File: src/rtl/arbiter_crp_harvester.sv
// Challenge-response harvester for an arbiter PUF.
// LFSR challenges, settle/fire timing, and packed response stream.
module arbiter_crp_harvester #(
  parameter int N      = 128,
  parameter int RESP_W = 32,
  parameter int SETTLE = 4,
  parameter logic [N-1:0] TAPS = N'((128'd1 << 127) | (128'd1 << 125) |
                                    (128'd1 << 100) | (128'd1 << 98)),
  parameter logic [N-1:0] SEED = N'(1)
) (
  input  logic              clk,
  input  logic              reset,
  input  logic              start,
  input  logic [15:0]       num_words,
  output logic              busy,
  output logic              done,
  output logic [N-1:0]      puf_sel,
  output logic              puf_in,
  input  logic              puf_out,
  output logic              resp_valid,
  input  logic              resp_ready,
  output logic [RESP_W-1:0] resp_data
);

  localparam logic [N-1:0] SEED_EFF = (SEED == '0) ? N'(1) : SEED;
  localparam int CW = (SETTLE > 1) ? $clog2(SETTLE) : 1;
  localparam int BW = $clog2(RESP_W + 1);

  typedef enum logic [2:0] {
    S_IDLE,
    S_APPLY,
    S_FIRE,
    S_SAMPLE,
    S_EMIT,
    S_DONE
  } state_t;

  state_t             r_state;
  state_t             w_next;
  logic [N-1:0]       r_lfsr;
  logic [N-1:0]       r_sel;
  logic               r_in;
  logic [RESP_W-1:0]  r_shift;
  logic [RESP_W-1:0]  r_data;
  logic               r_valid;
  logic [BW-1:0]      r_bits;
  logic [15:0]        r_words;
  logic [15:0]        r_num;
  logic [CW-1:0]      r_cnt;

  logic               w_fb;
  logic [N-1:0]       w_lfsr_nx;
  logic               w_settled;
  logic               w_last_bit;
  logic               w_last_word;
  logic               w_xfer;

  assign w_fb        = ^(r_lfsr & TAPS);
  assign w_lfsr_nx   = {r_lfsr[N-2:0], w_fb};
  assign w_settled   = (r_cnt == CW'(SETTLE - 1));
  assign w_last_bit  = (r_bits == BW'(RESP_W - 1));
  assign w_last_word = ((r_words + 16'd1) == r_num);
  assign w_xfer      = r_valid & resp_ready;

  always_comb begin
    w_next = r_state;
    unique case (r_state)
      S_IDLE: begin
        if (start) begin
          w_next = (num_words == 16'd0) ? S_DONE : S_APPLY;
        end
      end
      S_APPLY: begin
        if (w_settled) begin
          w_next = S_FIRE;
        end
      end
      S_FIRE: begin
        if (w_settled) begin
          w_next = S_SAMPLE;
        end
      end
      S_SAMPLE: begin
        w_next = w_last_bit ? S_EMIT : S_APPLY;
      end
      S_EMIT: begin
        if (w_xfer) begin
          w_next = w_last_word ? S_DONE : S_APPLY;
        end
      end
      S_DONE: begin
        w_next = S_IDLE;
      end
      default: begin
        w_next = S_IDLE;
      end
    endcase
  end

  always_ff @(posedge clk) begin
    if (reset) begin
      r_state <= S_IDLE;
      r_lfsr  <= SEED_EFF;
      r_sel   <= '0;
      r_in    <= 1'b0;
      r_shift <= '0;
      r_data  <= '0;
      r_valid <= 1'b0;
      r_bits  <= '0;
      r_words <= '0;
      r_num   <= '0;
      r_cnt   <= '0;
    end else begin
      r_state <= w_next;
      r_in    <= (w_next == S_FIRE);
      r_cnt   <= (w_next != r_state) ? '0 : r_cnt + CW'(1);
      unique case (r_state)
        S_IDLE: begin
          if (start) begin
            r_num   <= num_words;
            r_lfsr  <= SEED_EFF;
            r_bits  <= '0;
            r_words <= '0;
            if (w_next == S_APPLY) begin
              r_sel <= SEED_EFF;
            end
          end
        end
        S_SAMPLE: begin
          r_shift <= {r_shift[RESP_W-2:0], puf_out};
          r_bits  <= r_bits + BW'(1);
          r_lfsr  <= w_lfsr_nx;
          if (w_next == S_APPLY) begin
            r_sel <= w_lfsr_nx;
          end
        end
        S_EMIT: begin
          // First EMIT cycle registers the word; valid rises on the next edge.
          if (!r_valid) begin
            r_valid <= 1'b1;
            r_data  <= r_shift;
          end else if (resp_ready) begin
            r_valid <= 1'b0;
            r_words <= r_words + 16'd1;
            r_bits  <= '0;
            if (w_next == S_APPLY) begin
              r_sel <= r_lfsr;
            end
          end
        end
        default: begin
        end
      endcase
    end
  end

  assign busy       = (r_state != S_IDLE);
  assign done       = (r_state == S_DONE);
  assign puf_sel    = r_sel;
  assign puf_in     = r_in;
  assign resp_valid = r_valid;
  assign resp_data  = r_data;

endmodule
File: config.mk
export PLATFORM = sky130hd
export DESIGN_NAME = arbiter_crp_harvester
export DESIGN_NICKNAME = d
export VERILOG_FILES = /design/src/rtl/arbiter_crp_harvester.sv
export SDC_FILE = /design/constraint.sdc
export NUM_CORES = 1
export LEC_CHECK = 0
export CAP_MARGIN = 15
export CORE_MARGIN = 2
export CORE_UTILIZATION = 55
export CTS_BUF_LIST = sky130_fd_sc_hd__clkbuf_8
export CTS_CLUSTER_DIAMETER = 100
export DETAILED_ROUTE_END_ITERATION = 7
export GPL_ROUTABILITY_DRIVEN = 0
export PLACE_DENSITY_LB_ADDON = 0.15
export SLEW_MARGIN = 20
export SYNTH_ARGS = -nofsm -noshare
export SYNTH_HDL_FRONTEND = slang
export SYNTH_SLANG_ARGS = --single-unit
export TNS_END_PERCENT = 30
File: constraint.sdc
create_clock -name clk -period 3.3 [get_ports clk]
set_input_delay 0.66 -clock clk [delete_from_list [all_inputs] [get_ports clk]]
set_output_delay 0.66 -clock clk [all_outputs]
set_load 0.05 [all_outputs]
==> impl_metrics.env <==
export IMPL_synth_edf_count=0
export IMPL_fp_dieW_um=175
export IMPL_hold_path_class="register to register"
export IMPL_switching_power_mw=2.89
export IMPL_min_period_ns=3.04
export IMPL_crit_required_ns=3.81
export IMPL_cp_arrival_ns=3.56
export IMPL_numCtsBuffers=59
export IMPL_yosysSeqAreaShare_pct=45.4
export IMPL_post_cts_resized=0
export IMPL_slew_headroom_pct=33.5
export IMPL_via_per_inst=6.13
export IMPL_detail_route_first_pass_iterations=7
export IMPL_antenna_found_initial=0
export IMPL_numPortBuffers=184
export IMPL_critPathMaxFanout=31
export IMPL_clkTransAtPathRegs_ns=0.06
export IMPL_cellPowerDensity_nw_per_um2=531
export IMPL_die_y_um=175
export IMPL_leakage_nw=6.52
export IMPL_clock_root_buffer="clkbuf_8"
export IMPL_rows=62
export IMPL_initial_utilization_pct=56.0
export IMPL_ctsHoldBuffers=0
export IMPL_p_seq_share_pct=45.4
export IMPL_period_share_pct=92.3
export IMPL_grt_max_degree=190
export IMPL_drc=0
export IMPL_insertion_delay_ns=0.60
export IMPL_cts_sinks=365
export IMPL_syn_instance_count=1802
export IMPL_fill_cells=2376
export IMPL_synth_area_um2=16100
export IMPL_avgSynthCellArea_um2=8.94
export IMPL_outcome="complete, no violations"
export IMPL_detail_route_iter0_violations=1299
export IMPL_clockBufferDepth=3
export IMPL_ys_async_sr_fraction_pct=0
export IMPL_finalSetupViolCount=0
export IMPL_clkPwrFrac_pct=39.9
export IMPL_syn2layout_area_growth_pct=19.9
export IMPL_p_comb_share_pct=14.7
export IMPL_cp_start_kind="register"
export IMPL_final_setup_skew_ns=0.0154
export IMPL_tritoncts="done"
export IMPL_track_usage_pct=25.4
export IMPL_h_tree_depth=2
export IMPL_crit_family="simple AND/OR/NAND/NOR gates"
export IMPL_rsz0062_at_grt="no"
export IMPL_detail_route_antenna_nets=0
export IMPL_synth_seq_cells=365
export IMPL_yosys_warnings=0
export IMPL_routed_wl_um=40500
export IMPL_tightestPinTransition_ns=0.998
export IMPL_fmax_ghz=0.328
export IMPL_num_nets_final=1904
export IMPL_core_area_um2=28800
export IMPL_critPathBufInv=2
export IMPL_synthesis_nets=1826
export IMPL_vias=14200
export IMPL_crit_top_cell="buf_4"
export IMPL_synth_distinct_cells=59
export IMPL_drive_gt1_share_pct=14.0
export IMPL_worstSetupPathType="register to register"
export IMPL_slowest_delay_ns=0.51
export IMPL_drv_slew=0
export IMPL_crit_path_end_kind="register"
export IMPL_ff_latch_area_um2=7310
export IMPL_ys_dominant_reg_cell="dfxtp_1"
export IMPL_final_util_pct=67.1
export IMPL_setup_tns_final_ns=0
export IMPL_internal_power_mw=7.36
export IMPL_hpwlAfterDp_um=23200
export IMPL_vdd_ir_drop_max_uv=323
export IMPL_cap_violations=0
export IMPL_whs_ns=0.432
export IMPL_die_area_um2=30700
export IMPL_grt_pass1_wl_um=66400
export IMPL_avgRoutedWirePerCell_um=17.5
export IMPL_overflow=0
export IMPL_pin_count=185
export IMPL_cpMaxStageDelayCell="dfxtp_1"
export IMPL_hold_viol_final=0
export IMPL_diodes=0
export IMPL_multi_input_area_um2=7860
export IMPL_path_cells="nand3_2, buf_4, nor3_2, xnor2_1, nor4b_2, o2111a_4, buf_4, nor4_1, nor3_1"
export IMPL_power_share_switching_pct=28.2
export IMPL_grt_pass1_vias=13100
==> per-stage QoR <==
step / power (mW) / area [um2] / std cells / setup WS (ns)
finish: 10.3 / 19300 / 2313 / 0.255
global placement: 6.24 / 18000 / 2201 / 0.322
global route: 10.6 / 19300 / 2313 / 0.0452
floorplan: 5.80 / 16100 / 1802 / 0.733
detailed placement: 6.25 / 18000 / 2201 / 0.287
CTS: 10.3 / 19300 / 2311 / 0.236
==> cells by family (layout without fill, tap and decap cells) <==
| logic type | Yosys count | count (layout) | share of synthesized area, % |
|---|---|---|---|
| DFF | 365 | 365 | 45.4 |
| and+or+nand+nor | 664 | 664 | 23.3 |
| adders and majority gates | 3 | 3 | 0.233 |
| muxes | 2 | 2 | 0.132 |
| buffers and inverters | 213 | 340 | 6.37 |
| AOI/OAI and AO/OA | 525 | 525 | 22.8 |
| xor gates and xnor gates | 30 | 30 | 1.72 |
==> flip-flops by register name (all words and copies together), names as in the netlist <==
name,flops
r_cnt,2
r_lfsr,128
resp_data,32
puf_sel,128
resp_valid,1
r_bits,6
r_state,3
r_words,16
r_num,16
puf_in,1
r_shift,32
==> worst paths after layout <==
check                                 from    endpoint  slack [ns]  depth (start not counted)
worst min-delay path              r_cnt[0]    r_cnt[0]        0.43                          1
worst min register to register    r_cnt[0]    r_cnt[0]        0.43                          1
worst max-delay path            r_words[4]  puf_sel[1]        0.26                          9
worst max register to register  r_words[4]  puf_sel[1]        0.26                          9
==> layout make-up <==
cell class / instances / share of cell area (%)
Tap cell: 384 / 2.49
Multi-Input combinational cell: 1224 / 40.7
Inverter: 4 / 0.0778
Clock buffer: 79 / 5.63
Timing Repair Buffer: 226 / 12.2
Sequential cell: 365 / 37.8
Clock inverter: 31 / 0.992
==> layer usage <==
layer  vias to the layer above  GRT usage, %  wire length, um
met5                         -             0                0
met4                         0          8.19              962
met3                        69          3.79             2000
met2                       412          40.1            19000
met1                      6812          35.9            18500
li1                       6876             -                -
==> power groups by stage <==
stage	registers [mW]	logic [mW]	clock network, mW
finish	4.66	1.51	4.09
global route	4.67	1.60	4.38
CTS	4.66	1.51	4.17
detailed placement	4.75	1.50	0
global placement	4.75	1.49	0
floorplan	5.18	0.621	0
==> worst register-to-register path: cells and delay by family (launching register included) <==
family / cells / cell delay, ns
and+or+nand+nor: 5 / 1.25
buffers and inverters: 2 / 0.63
DFF: 1 / 0.51
xor gates and xnor gates: 1 / 0.12
AOI/OAI and AO/OA: 1 / 0.47
==> cell usage after synthesis, drive strengths merged, types with 5 or more instances <==
library cell,instances,area share (%)
nand4,11,0.56
nor2,156,3.6
buf,52,2.6
nor3,138,7.9
o31ai,5,0.23
nand3,17,0.56
nand2,182,4.2
a22o,127,6.9
clkbuf,157,3.7
xor2,10,0.54
o21ai,20,0.62
xnor2,19,1.0
a31oi,133,5.2
dfxtp,365,45
a21oi,93,2.9
a22oi,128,6.0
nor4,132,5.2
==> repair_timing <==
action | in CTS | in global routing
endpoints found under the hold margin | 0 | 0
buffers inserted | 0 | 2
setup endpoints to repair | 0 | 18
==> placed cells by master (no fill, tap or decap), types with 2 or more instances in the layout <==
cell type          n
clkbuf_8          79
nor2_1           152
buf_12            16
xor2_1            10
nor4_1           131
buf_4             26
a211oi_1           3
inv_1             22
nand3_1           16
nor3_1            23
a22oi_1          127
bufinv_16          2
o31ai_1            5
a22o_1           127
and4_1             2
nor3_2           115
nor3b_1            3
nand2_1          181
o41ai_1            3
ha_1               3
xnor2_1           19
or2_2              2
a31oi_1          133
nand2b_1           4
nand4_1            9
dfxtp_1          365
clkdlybuf4s50_1  183
nor4b_2            2
or3_1              2
nor2b_1            2
clkinv_2           9
and3_1             3
a21oi_1           93
o21ai_0           20
and2_1             3
nor2_4             3
Power figures use the tool's default switching activity.
